[src/rtl/clock_supervisor.sv]
`default_nettype none
//==============================================================================
// Module   : clock_supervisor
// Brief    : Supervises a DCM from the free-running reference clock. It pulses
//            the DCM reset, waits for LOCKED, requires a stable settle window
//            before releasing the system reset, and restarts the DCM on any
//            lock loss. Optional retry limit (CLOCK_SUPERVISOR_RETRY_LIMIT_EN)
//            parks the block in FAIL after MAX_RETRIES consecutive timeouts.
// Revision : 1.0 - initial release
//==============================================================================
module clock_supervisor #(
   parameter int DCM_RST_CYCLES = 16,
   parameter int LOCK_TIMEOUT   = 200000,
   parameter int SETTLE_CYCLES  = 2048,
   parameter int MAX_RETRIES    = 8
) (
   input  logic       clk,
   input  logic       rstn,
   input  logic       clk_locked,
   output logic       dcm_rstn,
   output logic       sys_rstn,
   output logic [7:0] lost_cnt,
   output logic [2:0] state_o,
   output logic       fail
);

   // Counter widths; a parameter of 1 still needs a 1-bit counter.
   localparam int RST_W = (DCM_RST_CYCLES > 1) ? $clog2(DCM_RST_CYCLES) : 1;
   localparam int TO_W  = (LOCK_TIMEOUT   > 1) ? $clog2(LOCK_TIMEOUT)   : 1;
   localparam int SET_W = (SETTLE_CYCLES  > 1) ? $clog2(SETTLE_CYCLES)  : 1;

   localparam logic [RST_W-1:0] RST_LAST = RST_W'(DCM_RST_CYCLES - 1);
   localparam logic [TO_W-1:0]  TO_LAST  = TO_W'(LOCK_TIMEOUT - 1);
   localparam logic [SET_W-1:0] SET_LAST = SET_W'(SETTLE_CYCLES - 1);

   typedef enum logic [2:0] {
      ST_DCMRST   = 3'd0,
      ST_WAITLOCK = 3'd1,
      ST_SETTLE   = 3'd2,
      ST_RUN      = 3'd3,
      ST_FAIL     = 3'd4
   } state_t;

   state_t           state_q,    state_d;
   logic [RST_W-1:0] rst_cnt_q,  rst_cnt_d;
   logic [TO_W-1:0]  to_cnt_q,   to_cnt_d;
   logic [SET_W-1:0] set_cnt_q,  set_cnt_d;
   logic [7:0]       lost_cnt_q, lost_cnt_d;
   logic             lock_meta_q;
   logic             lock_s_q;
   logic             w_timeout;
   logic             w_to_exp;
   logic [TO_W-1:0]  w_to_next;

`ifdef CLOCK_SUPERVISOR_RETRY_LIMIT_EN
   localparam int RTY_W = (MAX_RETRIES > 1) ? $clog2(MAX_RETRIES) : 1;
   localparam logic [RTY_W-1:0] RTY_LAST = RTY_W'(MAX_RETRIES - 1);
   logic [RTY_W-1:0] retry_q, retry_d;
`endif

   // Two-flop synchronizer for the asynchronous LOCKED input.
   always_ff @(posedge clk) begin
      if (!rstn) begin
         lock_meta_q <= 1'b0;
         lock_s_q    <= 1'b0;
      end else begin
         lock_meta_q <= clk_locked;
         lock_s_q    <= lock_meta_q;
      end
   end

   // The timeout counter measures time since DCM reset release; it runs
   // through both WAITLOCK and SETTLE and parks at its last value.
   assign w_to_exp  = (to_cnt_q == TO_LAST);
   assign w_to_next = w_to_exp ? to_cnt_q : to_cnt_q + 1'b1;

   // Next-state and counter logic.
   always_comb begin
      state_d    = state_q;
      rst_cnt_d  = rst_cnt_q;
      to_cnt_d   = to_cnt_q;
      set_cnt_d  = set_cnt_q;
      lost_cnt_d = lost_cnt_q;
      w_timeout  = 1'b0;
`ifdef CLOCK_SUPERVISOR_RETRY_LIMIT_EN
      retry_d    = retry_q;
`endif
      case (state_q)
         ST_DCMRST: begin
            to_cnt_d  = '0;
            set_cnt_d = '0;
            if (rst_cnt_q == RST_LAST) begin
               rst_cnt_d = '0;
               state_d   = ST_WAITLOCK;
            end else begin
               rst_cnt_d = rst_cnt_q + 1'b1;
            end
         end
         ST_WAITLOCK: begin
            to_cnt_d = w_to_next;
            if (lock_s_q) begin
               // Lock takes priority over a timeout in the same cycle.
               state_d   = ST_SETTLE;
               set_cnt_d = '0;
            end else if (w_to_exp) begin
               w_timeout = 1'b1;
            end
         end
         ST_SETTLE: begin
            to_cnt_d = w_to_next;
            if (lock_s_q) begin
               if (set_cnt_q == SET_LAST) begin
                  state_d = ST_RUN;
`ifdef CLOCK_SUPERVISOR_RETRY_LIMIT_EN
                  retry_d = '0;
`endif
               end else begin
                  set_cnt_d = set_cnt_q + 1'b1;
               end
            end else begin
               set_cnt_d = '0;
               // A drop after the deadline has passed counts as a timeout:
               // lock was never held stably within the allowed window.
               if (w_to_exp) begin
                  w_timeout = 1'b1;
               end else begin
                  state_d = ST_WAITLOCK;
               end
            end
         end
         ST_RUN: begin
            if (!lock_s_q) begin
               state_d = ST_DCMRST;
               if (lost_cnt_q != 8'hFF) begin
                  lost_cnt_d = lost_cnt_q + 8'd1;
               end
            end
         end
         ST_FAIL: begin
            state_d = ST_FAIL;
         end
         default: begin
            state_d = ST_DCMRST;
         end
      endcase

      if (w_timeout) begin
`ifdef CLOCK_SUPERVISOR_RETRY_LIMIT_EN
         if (retry_q == RTY_LAST) begin
            state_d = ST_FAIL;
         end else begin
            state_d = ST_DCMRST;
            retry_d = retry_q + 1'b1;
         end
`else
         state_d = ST_DCMRST;
`endif
      end
   end

   // State and counter registers.
   always_ff @(posedge clk) begin
      if (!rstn) begin
         state_q    <= ST_DCMRST;
         rst_cnt_q  <= '0;
         to_cnt_q   <= '0;
         set_cnt_q  <= '0;
         lost_cnt_q <= 8'd0;
      end else begin
         state_q    <= state_d;
         rst_cnt_q  <= rst_cnt_d;
         to_cnt_q   <= to_cnt_d;
         set_cnt_q  <= set_cnt_d;
         lost_cnt_q <= lost_cnt_d;
      end
   end

`ifdef CLOCK_SUPERVISOR_RETRY_LIMIT_EN
   // Consecutive-timeout counter.
   always_ff @(posedge clk) begin
      if (!rstn) begin
         retry_q <= '0;
      end else begin
         retry_q <= retry_d;
      end
   end

   assign fail = (state_q == ST_FAIL);
`else
   // MAX_RETRIES has no effect in this build; it is referenced here so the
   // parameter list stays identical across both builds.
   if (MAX_RETRIES < 1) begin : g_retry_cfg_ignored
   end

   assign fail = 1'b0;
`endif

   // Outputs are decoded from the state register only.
   assign dcm_rstn = (state_q != ST_DCMRST) && (state_q != ST_FAIL);
   assign sys_rstn = (state_q == ST_RUN);
   assign lost_cnt = lost_cnt_q;
   assign state_o  = state_q;

endmodule
`default_nettype wire

[config.mk]
export PLATFORM = sky130hd
export DESIGN_NAME = clock_supervisor
export DESIGN_NICKNAME = d
export VERILOG_FILES = /design/src/rtl/clock_supervisor.sv
export SDC_FILE = /design/constraint.sdc
export NUM_CORES = 1
export LEC_CHECK = 0
export CORE_MARGIN = 4
export CORE_UTILIZATION = 40
export DETAILED_ROUTE_END_ITERATION = 10
export PLACE_DENSITY_LB_ADDON = 0.05
export SETUP_SLACK_MARGIN = 0.15
export SYNTH_ARGS = -nofsm -noshare
export SYNTH_HDL_FRONTEND = slang
export SYNTH_SLANG_ARGS = --single-unit
[constraint.sdc]
create_clock -name clk -period 4.51 [get_ports clk]
set_input_delay 0.902 -clock clk [delete_from_list [all_inputs] [get_ports clk]]
set_output_delay 0.902 -clock clk [all_outputs]
set_load 0.03 [all_outputs]
==> flow_summary.yaml <==
sta:
  finalSetupTns_ns: 0
  slew_headroom_pct: 41.1
  rsz0062_at_grt: "false"
  fmax_mhz: 361
  skew_ns: 0.00966
  fin_crit_ns: 2.77
  setup_viol: 0
  finalMaxSlewViolations: 0
  worst_slack_ns: 1.74
  hold_viol_final: 0
  hold_ws_ns: 0.441
  worst_slew_pin_slew_ns: 0.876
  period_share_pct: 61.5
hold_path:
  holdPathStages: 1
  hold_path_end: "lock_s_q"
  hp-start: "lock_meta_q"
  hold_class: "register to register"
cts:
  cts_buffers: 5
  clock_path_buffers: 2
  clk_latency_ns: 0.30
  clock-root-buffer: "clkbuf_8"
  clkTransAtPathRegs_ns: 0.09
  cts_tree: "yes"
  cts_setup_buffers: 0
  cts_hold_buffers: 0
  cts_sinks: 46
  cts_resized: 0
  h-tree-depth: 2
route:
  num_vias: 2165
  ant_nets: 0
  wl_per_cell_um: 14.3
  via_per_inst: 5.62
  drt-total-wl_um: 5500
  drcViolationCount: 0
  drtPass1Iterations: 4
  drtIter0Drc: 146
job:
  drv_cap: 0
critical_path:
  worstPathMaxFanout: 13
  reg2reg_to: "set_cnt_q[8]"
  r2r-start: "state_o[2]"
  r2r_slack_ns: 2.25
  critPathRequiredTime_ns: 3.61
  cp.arrival_ns: 1.87
  startpoint_type: "register"
  worstSetupPathType: "register to output port"
  reg2reg_depth: 4
  cp-end-kind: "output port"
run_status:
  status: "finished, final reports clean"
synthesis:
  ys_warn_count: 0
  synth_area_leaders: "dfxtp_1 37%, mux2i_1 6.1%, nand2_1 6.1%"
  syn_area_per_cell_um2: 8.24
  ys.flop_type: "dfxtp_1"
  ys_top_cells_by_count: "46 x dfxtp_1, 40 x nand2_1, 20 x nand3_1, 15 x mux2i_1, 15 x nor2_1"
  synth_nets: 307
  synth_top_area_share_pct: 37.2
  postSynthCellCount: 300
  ys_seq_elements: 46
  synthDistinctLibCells: 51
  synth_area_leader_cell: "dfxtp_1"
  synthArstFlopShare_pct: 0
  synth-edff-count: 0
  synth_area_um2: 2470
  ys_seq_area_share_pct: 37.2
  synth_most_common_cell: "dfxtp_1"
floorplanning:
  core_area_um2: 5960
  start_util_pct: 41.5
  num_rows: 28
  die_w_um: 86.6
  die_h_um: 86.6
  dieArea_um2: 7500
  pin_count: 17
power:
  ir_worst_vdd_mv: 0.157
  p_leak_nw: 0.901
  power.density_nw_per_um2: 258
global_routing:
  antenna_found_initial: 0
  grt_pass1_wl_um: 9200
  grt_usage_pct: 15.2
  grt_pass1_vias: 1911
  overflow: 0
  grt_max_degree: 21
final_layout:
  drive_gt1_share_pct: 4.84
  num-fill-cells: 608
  nets: 316
  multi_input_area_um2: 1430
  syn2layout_area_growth_pct: 11.1
  num_antenna_cells: 0
  fin_cells: 385
  seq_area_um2: 921
placed_design:
  placed_cells: 377
  place.detailed.hpwl_um: 3900
  place_congestion: 0.830
  place_ws_ns: 1.78
  portBuffers: 15
## worst max-delay path, cell delays in order (launching register included)
cell and delay (ns):
dfxtp_1 0.65, nand2_1 0.09, nor2_1 0.14, clkdlybuf4s50_1 0.69
## sequential cells by signal, summed over array words and instances, names as in the netlist
register,cells
lock_meta_q,1
state_o,3
lost_cnt,8
to_cnt_q,18
rst_cnt_q,4
lock_s_q,1
set_cnt_q,11
## how the worst max path moves through the flow
| stage | endpoint | cells past startpoint | slack (ns) | startpoint |
|---|---|---|---|---|
| after CTS | sys_rstn | 3 | 1.71 | state_o[0] |
| after global placement | to_cnt_q[0] | 4 | 1.82 | rstn |
| after detailed placement | to_cnt_q[0] | 4 | 1.78 | rstn |
| after floorplan | sys_rstn | 3 | 2.36 | state_o[0] |
| final | sys_rstn | 3 | 1.74 | state_o[1] |
| after global routing | sys_rstn | 3 | 1.58 | state_o[0] |
## where the power goes
group          switching, mW  total (mW)  internal (mW)
clock                  0.140       0.281          0.141
combinational         0.0109      0.0172        0.00630
sequential           0.00320       0.412          0.409
total                  0.154       0.710          0.556
## stage by stage
stage	cell area (um2)	power (mW)	util (%)
5_1_grt	2750	0.746	46.1
3_3_place_gp	2640	0.439	44.4
6_report	2750	0.710	46.1
4_1_cts	2750	0.724	46.1
2_1_floorplan	2470	0.434	-
3_5_place_dp	2640	0.439	44.4
## final cells by class
type | instances | area share [%]
clock buffers | 7 | 3.51
clock inverters | 1 | 0.319
inverters | 11 | 1.50
multi-input cells | 229 | 52.0
flip-flops and latches | 46 | 33.5
well taps | 75 | 3.42
repair buffers | 16 | 5.74
## cell usage in the layout (no fill, tap or decap), types with 2 or more instances in the layout
master            n
and3_1            5
inv_1            11
nand3b_1          6
nor3_1            9
or3_1             5
xor2_1            3
clkbuf_8          7
or4_1             5
a31oi_1           8
o31ai_1           5
and2_1            4
nand4_1           9
mux2i_1          15
nand2_1          40
nor4_1            4
or2_2             2
a211oi_1          7
a21o_1            2
dfxtp_1          46
and4_1            2
nor2_1           15
nor4b_1           2
o21ai_0           7
clkdlybuf4s50_1  15
o31a_1            2
o211ai_1          4
nand3_1          20
a21oi_1          14
and4bb_2          2
xnor2_1           4
ha_1              4
nand2b_1          8
o22ai_1           2
## layer usage
| metal | share of wire (%) | track usage [%] |
|---|---|---|
| met1 | 54 | 23.5 |
| met2 | 41 | 20.8 |
| met3 | 4.2 | 2.85 |
| met4 | 1.0 | 5.24 |
| met5 | 0 | 0 |
## kinds of logic (layout without fill, tap and decap cells)
| group | Yosys count | after routing | synth area share [%] |
|---|---|---|---|
| AOI/OAI and AO/OA | 58 | 58 | 15.4 |
| adders and majority gates | 4 | 4 | 2.02 |
| other | 1 | 1 | 0.152 |
| DFF | 46 | 46 | 37.2 |
| muxes | 15 | 15 | 6.07 |
| xor gates and xnor gates | 7 | 7 | 2.48 |
| and+or+nand+nor | 144 | 144 | 31.7 |
| buffers and inverters | 25 | 35 | 4.96 |
(Power assumes the default switching activity.)
